[src/rtl/cl_axil_pkg.sv]
// Shared types for the CL AXI4-Lite initiator: FSM states, response codes and
// the latched command record.
package cl_axil_pkg;

    typedef enum logic [2:0] {
        IDLE,
        WR,
        WB,
        RA,
        RD,
        RSP,
        DRAIN
    } axil_mst_state_t;

    localparam logic [1:0] RESP_OKAY   = 2'b00;
    localparam logic [1:0] RESP_SLVERR = 2'b10;

    typedef struct packed {
        logic        wr;
        logic [31:0] addr;
        logic [31:0] wdata;
        logic [3:0]  wstrb;
    } axil_cmd_t;

endpackage

[src/rtl/cl_axil_timeout_cnt.sv]
// Response-wait timer: cleared while idle, counts while enabled and flags the
// last allowed cycle so the initiator can give up on a silent slave.
module cl_axil_timeout_cnt #(
    parameter int TIMEOUT_CYCLES = 1024
) (
    input  logic clk,
    input  logic rst,
    input  logic clear,
    input  logic enable,
    output logic expire
);

    localparam int TW = (TIMEOUT_CYCLES > 2) ? $clog2(TIMEOUT_CYCLES) : 1;
    localparam logic [TW-1:0] LAST = TW'(TIMEOUT_CYCLES - 1);

    logic [TW-1:0] count;

    // Holds at LAST so an unconsumed expire never wraps into a fresh window.
    always_ff @(posedge clk) begin
        if (rst || clear) begin
            count <= '0;
        end else if (enable && (count != LAST)) begin
            count <= count + 1'b1;
        end
    end

    assign expire = enable && !clear && (count == LAST);

endmodule

[src/rtl/cl_axil_master.sv]
// Single-outstanding AXI4-Lite initiator: accepts one command, runs AW/W/B or
// AR/R on the master port and returns exactly one response per command.
module cl_axil_master
    import cl_axil_pkg::*;
#(
    parameter int TIMEOUT_CYCLES = 1024,
    parameter int CNT_W          = 16
) (
    input  logic             clk_main_a0,
    input  logic             rst_main,

    input  logic             cmd_valid,
    output logic             cmd_ready,
    input  logic             cmd_wr,
    input  logic [31:0]      cmd_addr,
    input  logic [31:0]      cmd_wdata,
    input  logic [3:0]       cmd_wstrb,

    output logic             rsp_valid,
    input  logic             rsp_ready,
    output logic             rsp_wr,
    output logic [31:0]      rsp_rdata,
    output logic [1:0]       rsp_resp,
    output logic             rsp_timeout,
    output logic [CNT_W-1:0] err_count,

    output logic             m_awvalid,
    input  logic             m_awready,
    output logic [31:0]      m_awaddr,
    output logic             m_wvalid,
    input  logic             m_wready,
    output logic [31:0]      m_wdata,
    output logic [3:0]       m_wstrb,
    input  logic             m_bvalid,
    output logic             m_bready,
    input  logic [1:0]       m_bresp,
    output logic             m_arvalid,
    input  logic             m_arready,
    output logic [31:0]      m_araddr,
    input  logic             m_rvalid,
    output logic             m_rready,
    input  logic [31:0]      m_rdata,
    input  logic [1:0]       m_rresp
);

    axil_mst_state_t state_q, state_nxt;
    axil_cmd_t       cmd_q, cmd_nxt;

    logic             cmd_ready_q, cmd_ready_nxt;
    logic             awvalid_q, awvalid_nxt;
    logic             wvalid_q, wvalid_nxt;
    logic             arvalid_q, arvalid_nxt;
    logic             bready_q, bready_nxt;
    logic             rready_q, rready_nxt;
    logic             aw_done_q, aw_done_nxt;
    logic             w_done_q, w_done_nxt;
    logic             late_pend_q, late_pend_nxt;
    logic             rsp_valid_q, rsp_valid_nxt;
    logic [31:0]      rsp_rdata_q, rsp_rdata_nxt;
    logic [1:0]       rsp_resp_q, rsp_resp_nxt;
    logic             rsp_timeout_q, rsp_timeout_nxt;
    logic [CNT_W-1:0] err_count_q, err_count_nxt;

    logic timer_run;
    logic timer_expire;
    logic aw_hs, w_hs, b_hs, ar_hs, r_hs;
    logic late_beat;

    assign timer_run = (state_q == WB) || (state_q == RD);

    cl_axil_timeout_cnt #(
        .TIMEOUT_CYCLES(TIMEOUT_CYCLES)
    ) u_timeout_cnt (
        .clk    (clk_main_a0),
        .rst    (rst_main),
        .clear  (!timer_run),
        .enable (timer_run),
        .expire (timer_expire)
    );

    assign aw_hs     = awvalid_q && m_awready;
    assign w_hs      = wvalid_q && m_wready;
    assign b_hs      = bready_q && m_bvalid;
    assign ar_hs     = arvalid_q && m_arready;
    assign r_hs      = rready_q && m_rvalid;
    assign late_beat = late_pend_q && (b_hs || r_hs);

    // Next-state and next-output decode; every register defaults to holding.
    always_comb begin
        state_nxt       = state_q;
        cmd_nxt         = cmd_q;
        awvalid_nxt     = awvalid_q;
        wvalid_nxt      = wvalid_q;
        arvalid_nxt     = arvalid_q;
        bready_nxt      = bready_q;
        rready_nxt      = rready_q;
        aw_done_nxt     = aw_done_q;
        w_done_nxt      = w_done_q;
        late_pend_nxt   = late_pend_q;
        rsp_valid_nxt   = rsp_valid_q;
        rsp_rdata_nxt   = rsp_rdata_q;
        rsp_resp_nxt    = rsp_resp_q;
        rsp_timeout_nxt = rsp_timeout_q;
        err_count_nxt   = err_count_q;

        case (state_q)
            IDLE: begin
                if (cmd_valid && cmd_ready_q) begin
                    cmd_nxt.wr    = cmd_wr;
                    cmd_nxt.addr  = cmd_addr;
                    cmd_nxt.wdata = cmd_wdata;
                    cmd_nxt.wstrb = cmd_wstrb;
                    if (cmd_wr) begin
                        awvalid_nxt = 1'b1;
                        wvalid_nxt  = 1'b1;
                        aw_done_nxt = 1'b0;
                        w_done_nxt  = 1'b0;
                        state_nxt   = WR;
                    end else begin
                        arvalid_nxt = 1'b1;
                        state_nxt   = RA;
                    end
                end
            end

            WR: begin
                if (aw_hs) begin
                    awvalid_nxt = 1'b0;
                    aw_done_nxt = 1'b1;
                end
                if (w_hs) begin
                    wvalid_nxt = 1'b0;
                    w_done_nxt = 1'b1;
                end
                if ((aw_done_q || aw_hs) && (w_done_q || w_hs)) begin
                    bready_nxt = 1'b1;
                    state_nxt  = WB;
                end
            end

            WB: begin
                if (b_hs) begin
                    bready_nxt      = 1'b0;
                    rsp_valid_nxt   = 1'b1;
                    rsp_resp_nxt    = m_bresp;
                    rsp_rdata_nxt   = '0;
                    rsp_timeout_nxt = 1'b0;
                    state_nxt       = RSP;
                end else if (timer_expire) begin
                    rsp_valid_nxt   = 1'b1;
                    rsp_resp_nxt    = RESP_SLVERR;
                    rsp_rdata_nxt   = '0;
                    rsp_timeout_nxt = 1'b1;
                    late_pend_nxt   = 1'b1;
                    state_nxt       = RSP;
                end
            end

            RA: begin
                if (ar_hs) begin
                    arvalid_nxt = 1'b0;
                    rready_nxt  = 1'b1;
                    state_nxt   = RD;
                end
            end

            RD: begin
                if (r_hs) begin
                    rready_nxt      = 1'b0;
                    rsp_valid_nxt   = 1'b1;
                    rsp_resp_nxt    = m_rresp;
                    rsp_rdata_nxt   = m_rdata;
                    rsp_timeout_nxt = 1'b0;
                    state_nxt       = RSP;
                end else if (timer_expire) begin
                    rsp_valid_nxt   = 1'b1;
                    rsp_resp_nxt    = RESP_SLVERR;
                    rsp_rdata_nxt   = '0;
                    rsp_timeout_nxt = 1'b1;
                    late_pend_nxt   = 1'b1;
                    state_nxt       = RSP;
                end
            end

            RSP: begin
                // A late beat after a timeout is swallowed here without a response.
                if (late_beat) begin
                    late_pend_nxt = 1'b0;
                    bready_nxt    = 1'b0;
                    rready_nxt    = 1'b0;
                end
                if (rsp_ready) begin
                    rsp_valid_nxt = 1'b0;
                    if ((rsp_resp_q != RESP_OKAY) && (err_count_q != '1)) begin
                        err_count_nxt = err_count_q + 1'b1;
                    end
                    state_nxt = (late_pend_q && !late_beat) ? DRAIN : IDLE;
                end
            end

            DRAIN: begin
                if (late_beat) begin
                    late_pend_nxt = 1'b0;
                    bready_nxt    = 1'b0;
                    rready_nxt    = 1'b0;
                    state_nxt     = IDLE;
                end
            end

            default: begin
                state_nxt = IDLE;
            end
        endcase

        cmd_ready_nxt = (state_nxt == IDLE);
    end

    always_ff @(posedge clk_main_a0) begin
        if (rst_main) begin
            state_q       <= IDLE;
            cmd_q         <= '0;
            cmd_ready_q   <= 1'b1;
            awvalid_q     <= 1'b0;
            wvalid_q      <= 1'b0;
            arvalid_q     <= 1'b0;
            bready_q      <= 1'b0;
            rready_q      <= 1'b0;
            aw_done_q     <= 1'b0;
            w_done_q      <= 1'b0;
            late_pend_q   <= 1'b0;
            rsp_valid_q   <= 1'b0;
            rsp_rdata_q   <= '0;
            rsp_resp_q    <= '0;
            rsp_timeout_q <= 1'b0;
            err_count_q   <= '0;
        end else begin
            state_q       <= state_nxt;
            cmd_q         <= cmd_nxt;
            cmd_ready_q   <= cmd_ready_nxt;
            awvalid_q     <= awvalid_nxt;
            wvalid_q      <= wvalid_nxt;
            arvalid_q     <= arvalid_nxt;
            bready_q      <= bready_nxt;
            rready_q      <= rready_nxt;
            aw_done_q     <= aw_done_nxt;
            w_done_q      <= w_done_nxt;
            late_pend_q   <= late_pend_nxt;
            rsp_valid_q   <= rsp_valid_nxt;
            rsp_rdata_q   <= rsp_rdata_nxt;
            rsp_resp_q    <= rsp_resp_nxt;
            rsp_timeout_q <= rsp_timeout_nxt;
            err_count_q   <= err_count_nxt;
        end
    end

    assign cmd_ready   = cmd_ready_q;
    assign rsp_valid   = rsp_valid_q;
    assign rsp_wr      = cmd_q.wr;
    assign rsp_rdata   = rsp_rdata_q;
    assign rsp_resp    = rsp_resp_q;
    assign rsp_timeout = rsp_timeout_q;
    assign err_count   = err_count_q;

    assign m_awvalid = awvalid_q;
    assign m_awaddr  = cmd_q.addr;
    assign m_wvalid  = wvalid_q;
    assign m_wdata   = cmd_q.wdata;
    assign m_wstrb   = cmd_q.wstrb;
    assign m_bready  = bready_q;
    assign m_arvalid = arvalid_q;
    assign m_araddr  = cmd_q.addr;
    assign m_rready  = rready_q;

endmodule
[config.mk]
export PLATFORM = sky130hd
export DESIGN_NAME = cl_axil_master
export DESIGN_NICKNAME = d
export VERILOG_FILES = /design/src/rtl/cl_axil_pkg.sv /design/src/rtl/cl_axil_timeout_cnt.sv /design/src/rtl/cl_axil_master.sv
export SDC_FILE = /design/constraint.sdc
export NUM_CORES = 1
export LEC_CHECK = 0
export ABC_AREA = 1
export ABC_CLOCK_PERIOD_IN_PS = 1500
export CAP_MARGIN = 20
export CORE_UTILIZATION = 38
export CTS_CLUSTER_SIZE = 10
export DETAILED_ROUTE_END_ITERATION = 10
export PLACE_DENSITY = 0.88
export SLEW_MARGIN = 20
export SYNTH_ARGS = -nofsm -noshare
export SYNTH_HDL_FRONTEND = slang
export SYNTH_SLANG_ARGS = --single-unit
[constraint.sdc]
create_clock -name clk_main_a0 -period 1.5 [get_ports clk_main_a0]
set_input_delay 0.15 -clock clk_main_a0 [delete_from_list [all_inputs] [get_ports clk_main_a0]]
set_output_delay 0.15 -clock clk_main_a0 [all_outputs]
set_load 0.005 [all_outputs]
==> results.yml <==
run_status:
  status: "complete, but fails checks"
  violations: "setup timing"
power_and_ir_drop:
  power_leakage_nw: 4.053
  power_frac_clock_pct: 35.2
  p_int_mw: 8.791
  p_sw_share_pct: 28.37
  power.switching_mw: 3.482
  power_frac_comb_pct: 28.0
  p_total_mw: 12.27
  p_seq_share_pct: 36.8
  vdd_drop_max_mv: 1.224
  p_per_area_nw_per_um2: 1209
yosys:
  synth_largest_area_cell: "dfxtp_1"
  synth_top_cell_area_share_pct: 46.99
  synth-simple-area-share_pct: 28.01
  avgSynthCellArea_sq_um: 7.313
  synth.area.top_cells: "dfxtp_1 47%, nand2_1 19%, a21oi_1 11%"
  synth_edf_count: 0
  syn_nets: 949
  yosysSeqAreaShare_pct: 46.99
  synthMuxAreaShare_pct: 0
  synth_flop_cell: "dfxtp_1"
  yosys_warnings: 0
  syn_area_sq_um: 6092
  syn_inst: 833
  async_flop_share_pct: 0
  ys_ff_latch: 143
  synth_xor_area_share_pct: 1.581
  synth_top_family_by_area: "simple AND/OR/NAND/NOR gates"
  synthAdderAreaFrac_pct: 0.4108
  synth.distinct_cells: 34
  synth_compound_area_share_pct: 13.02
timing:
  finClkSkew_ps: 10.24
  slew_headroom_pct: 68.14
  hold_viol: 0
  slew_viol_final: 0
  fmax_ghz: 0.6632
  fin_setup_tns_ps: -15.43
  setup_slack_ps: -7.827
  rsz0062_at_grt: "true"
  finalSetupViolCount: 3
  worst_slew_pin_slew_ps: 478.0
  min_period_over_period_pct: 100.5
  period_needed_ps: 1508
worst_setup_path:
  arrival_ps: 1800
  cp.required_ps: 1790
  critPathKind: "reg -> reg"
  cp_max_fo: 5
  worst_setup_path_end_kind: "flop"
  cp-start-kind: "flop"
cells_and_area:
  fillers: 1218
  layout.nets: 1240
  synthToLayoutAreaGrowth_pct: 66.58
  antenna_cells: 0
  fin_util_pct: 65.78
  drive_gt1_share_pct: 17.34
  final_area_sq_um: 10150
clock_tree:
  cts_buffers: 17
  hold_buffers: 0
  clk_pin_slew_worst_paths_ps: 60
  cts.path.max_buffers: 2
  htreeDepth: 4
  cts_tree: "yes"
  cts_root_buf: "clkbuf_16"
  insertion_delay_ps: 420
  cts_num_sinks: 143
place:
  dp_slack_ps: -144.9
  placed_cell_area_sq_um: 9206
  routabilityCongestion: 0.9057
  portBuffers: 272
  dp_hpwl_mm: 14.04
route:
  first_pass_iters: 5
  vias_per_cell: 4.899
  dr.first_iter.drc_count: 373
  routed_wl_mm: 20.46
  num_vias: 6599
  ant_nets: 0
  drcViolationCount: 0
  routedWlPerCell_um: 15.19
worst_hold_path:
  min_path_type: "in -> reg"
flow_run:
  maxCapViolCount: 0
floorplanning:
  ios: 273
  coreArea_sq_um: 15430
  rows: 45
  dieArea_sq_um: 16540
  start_util_pct: 39.49
  dieHeight_um: 128.6
  die_x_um: 128.6
global_routing:
  grt_pass1_vias: 6102
  track_usage_pct: 22.86
  grt_max_degree: 85
  antenna_found_initial: 0
  grt-ovfl-total: 0
  grt_first_pass_wirelength_mm: 29.68
[power by group through the flow]
stage	registers [mW]	clock network, mW	logic, mW
floorplan	4.52	0	1.48
global placement	4.54	0	3.12
detailed placement	4.56	0	3.17
CTS	4.49	4.36	3.22
global route	4.56	4.54	3.72
finish	4.51	4.32	3.44
[cell families (layout without fill, tap and decap cells)]
family / after synthesis / after routing
AO/OA/AOI/OAI: 153 / 153
XOR/XNOR: 11 / 11
adder cells (fa/ha/maj): 2 / 2
buffers and inverters: 113 / 416
flip-flops: 143 / 143
AND/OR/NAND/NOR: 411 / 411
[flip-flops by register name (all words and copies together) (netlist names), 2 cells and up]
register,flops
state_q,3
err_count,16
u_timeout_cnt.count,10
m_wstrb,4
rsp_resp,2
rsp_rdata,32
m_wdata,32
m_araddr,32
[cell type report]
class	count	area [sq um]	area share, %
clock inverters	11	140.1	1.381
flip-flops and latches	143	2908	28.65
inverters	42	165.2	1.627
well taps	211	264.0	2.601
clock buffers	20	456.7	4.500
multi-input cells	577	2789	27.48
repair buffers	343	3426	33.76
[cells in the final DEF, fill, tap and decap left out, drive strengths merged]
cell | synthesis | routed
dlymetal6s2s | 0 | 10
dlygate4sd2 | 0 | 13
buf | 52 | 69
a32oi | 1 | 1
o2111ai | 2 | 2
a31oi | 2 | 2
or2 | 2 | 2
o211ai | 1 | 1
bufinv | 0 | 3
o21ai | 16 | 16
a21oi | 131 | 131
clkdlybuf4s50 | 0 | 248
clkinv | 1 | 8
nand2 | 315 | 315
nor3 | 3 | 3
nand3 | 21 | 21
nor2 | 59 | 59
xnor2 | 5 | 5
clkinvlp | 0 | 1
dfxtp | 143 | 143
ha | 2 | 2
xor2 | 6 | 6
nand3b | 1 | 1
nor3b | 1 | 1
nand4 | 9 | 9
clkbuf | 19 | 23
inv | 41 | 41
[layer usage]
| layer | up-vias | GRT usage (%) | wire [um] |
|---|---|---|---|
| met3 | 43 | 6.362 | 1512 |
| met1 | 3059 | 26.51 | 8138 |
| li1 | 3207 | - | - |
| met2 | 290 | 39.65 | 10270 |
| met5 | - | 0 | 0 |
| met4 | 0 | 9.412 | 543 |
[worst max-delay path, stage by stage, from the launching register on]
cell,delay [ps]
dfxtp_2,400
inv_2,100
nand3_1,180
nand2_4,120
buf_4,160
inv_1,80
nor2_2,50
o21ai_0,180
a31oi_1,100
[per-stage QoR]
step,cells,hold WS [ps]
4_1_cts,1341,97.05
2_1_floorplan,833,292.9
3_3_place_gp,1309,445.9
6_report,1347,110.9
5_1_grt,1347,111.0
3_5_place_dp,1309,451.5
[cell usage after synthesis (all sizes together) (5+ instances only)]
master  count
a21oi     131
buf        52
clkbuf     19
dfxtp     143
inv        41
nand2     315
nand3      21
nand4       9
nor2       59
o21ai      16
xnor2       5
xor2        6
[path summary, 6_finish.rpt]
kind,from,endpoint,slack [ps],cells after the start
hold reg to reg,rsp_rdata[17],rsp_rdata[17],460,2
setup / recovery,state_q[2],rsp_resp[1],-8,8
hold / removal,rst_main,err_count[12],110,4
setup reg to reg,state_q[2],rsp_resp[1],-8,8
[what timing repair did]
action | CTS | global route
cloned | 0 | 3
gates resized for setup | 35 | 78
setup buffers | 1 | 3
hold endpoints to repair | 0 | 0
setup endpoints to repair | 45 | 136
pin swaps | 2 | 12
Power figures use the tool's default switching activity.
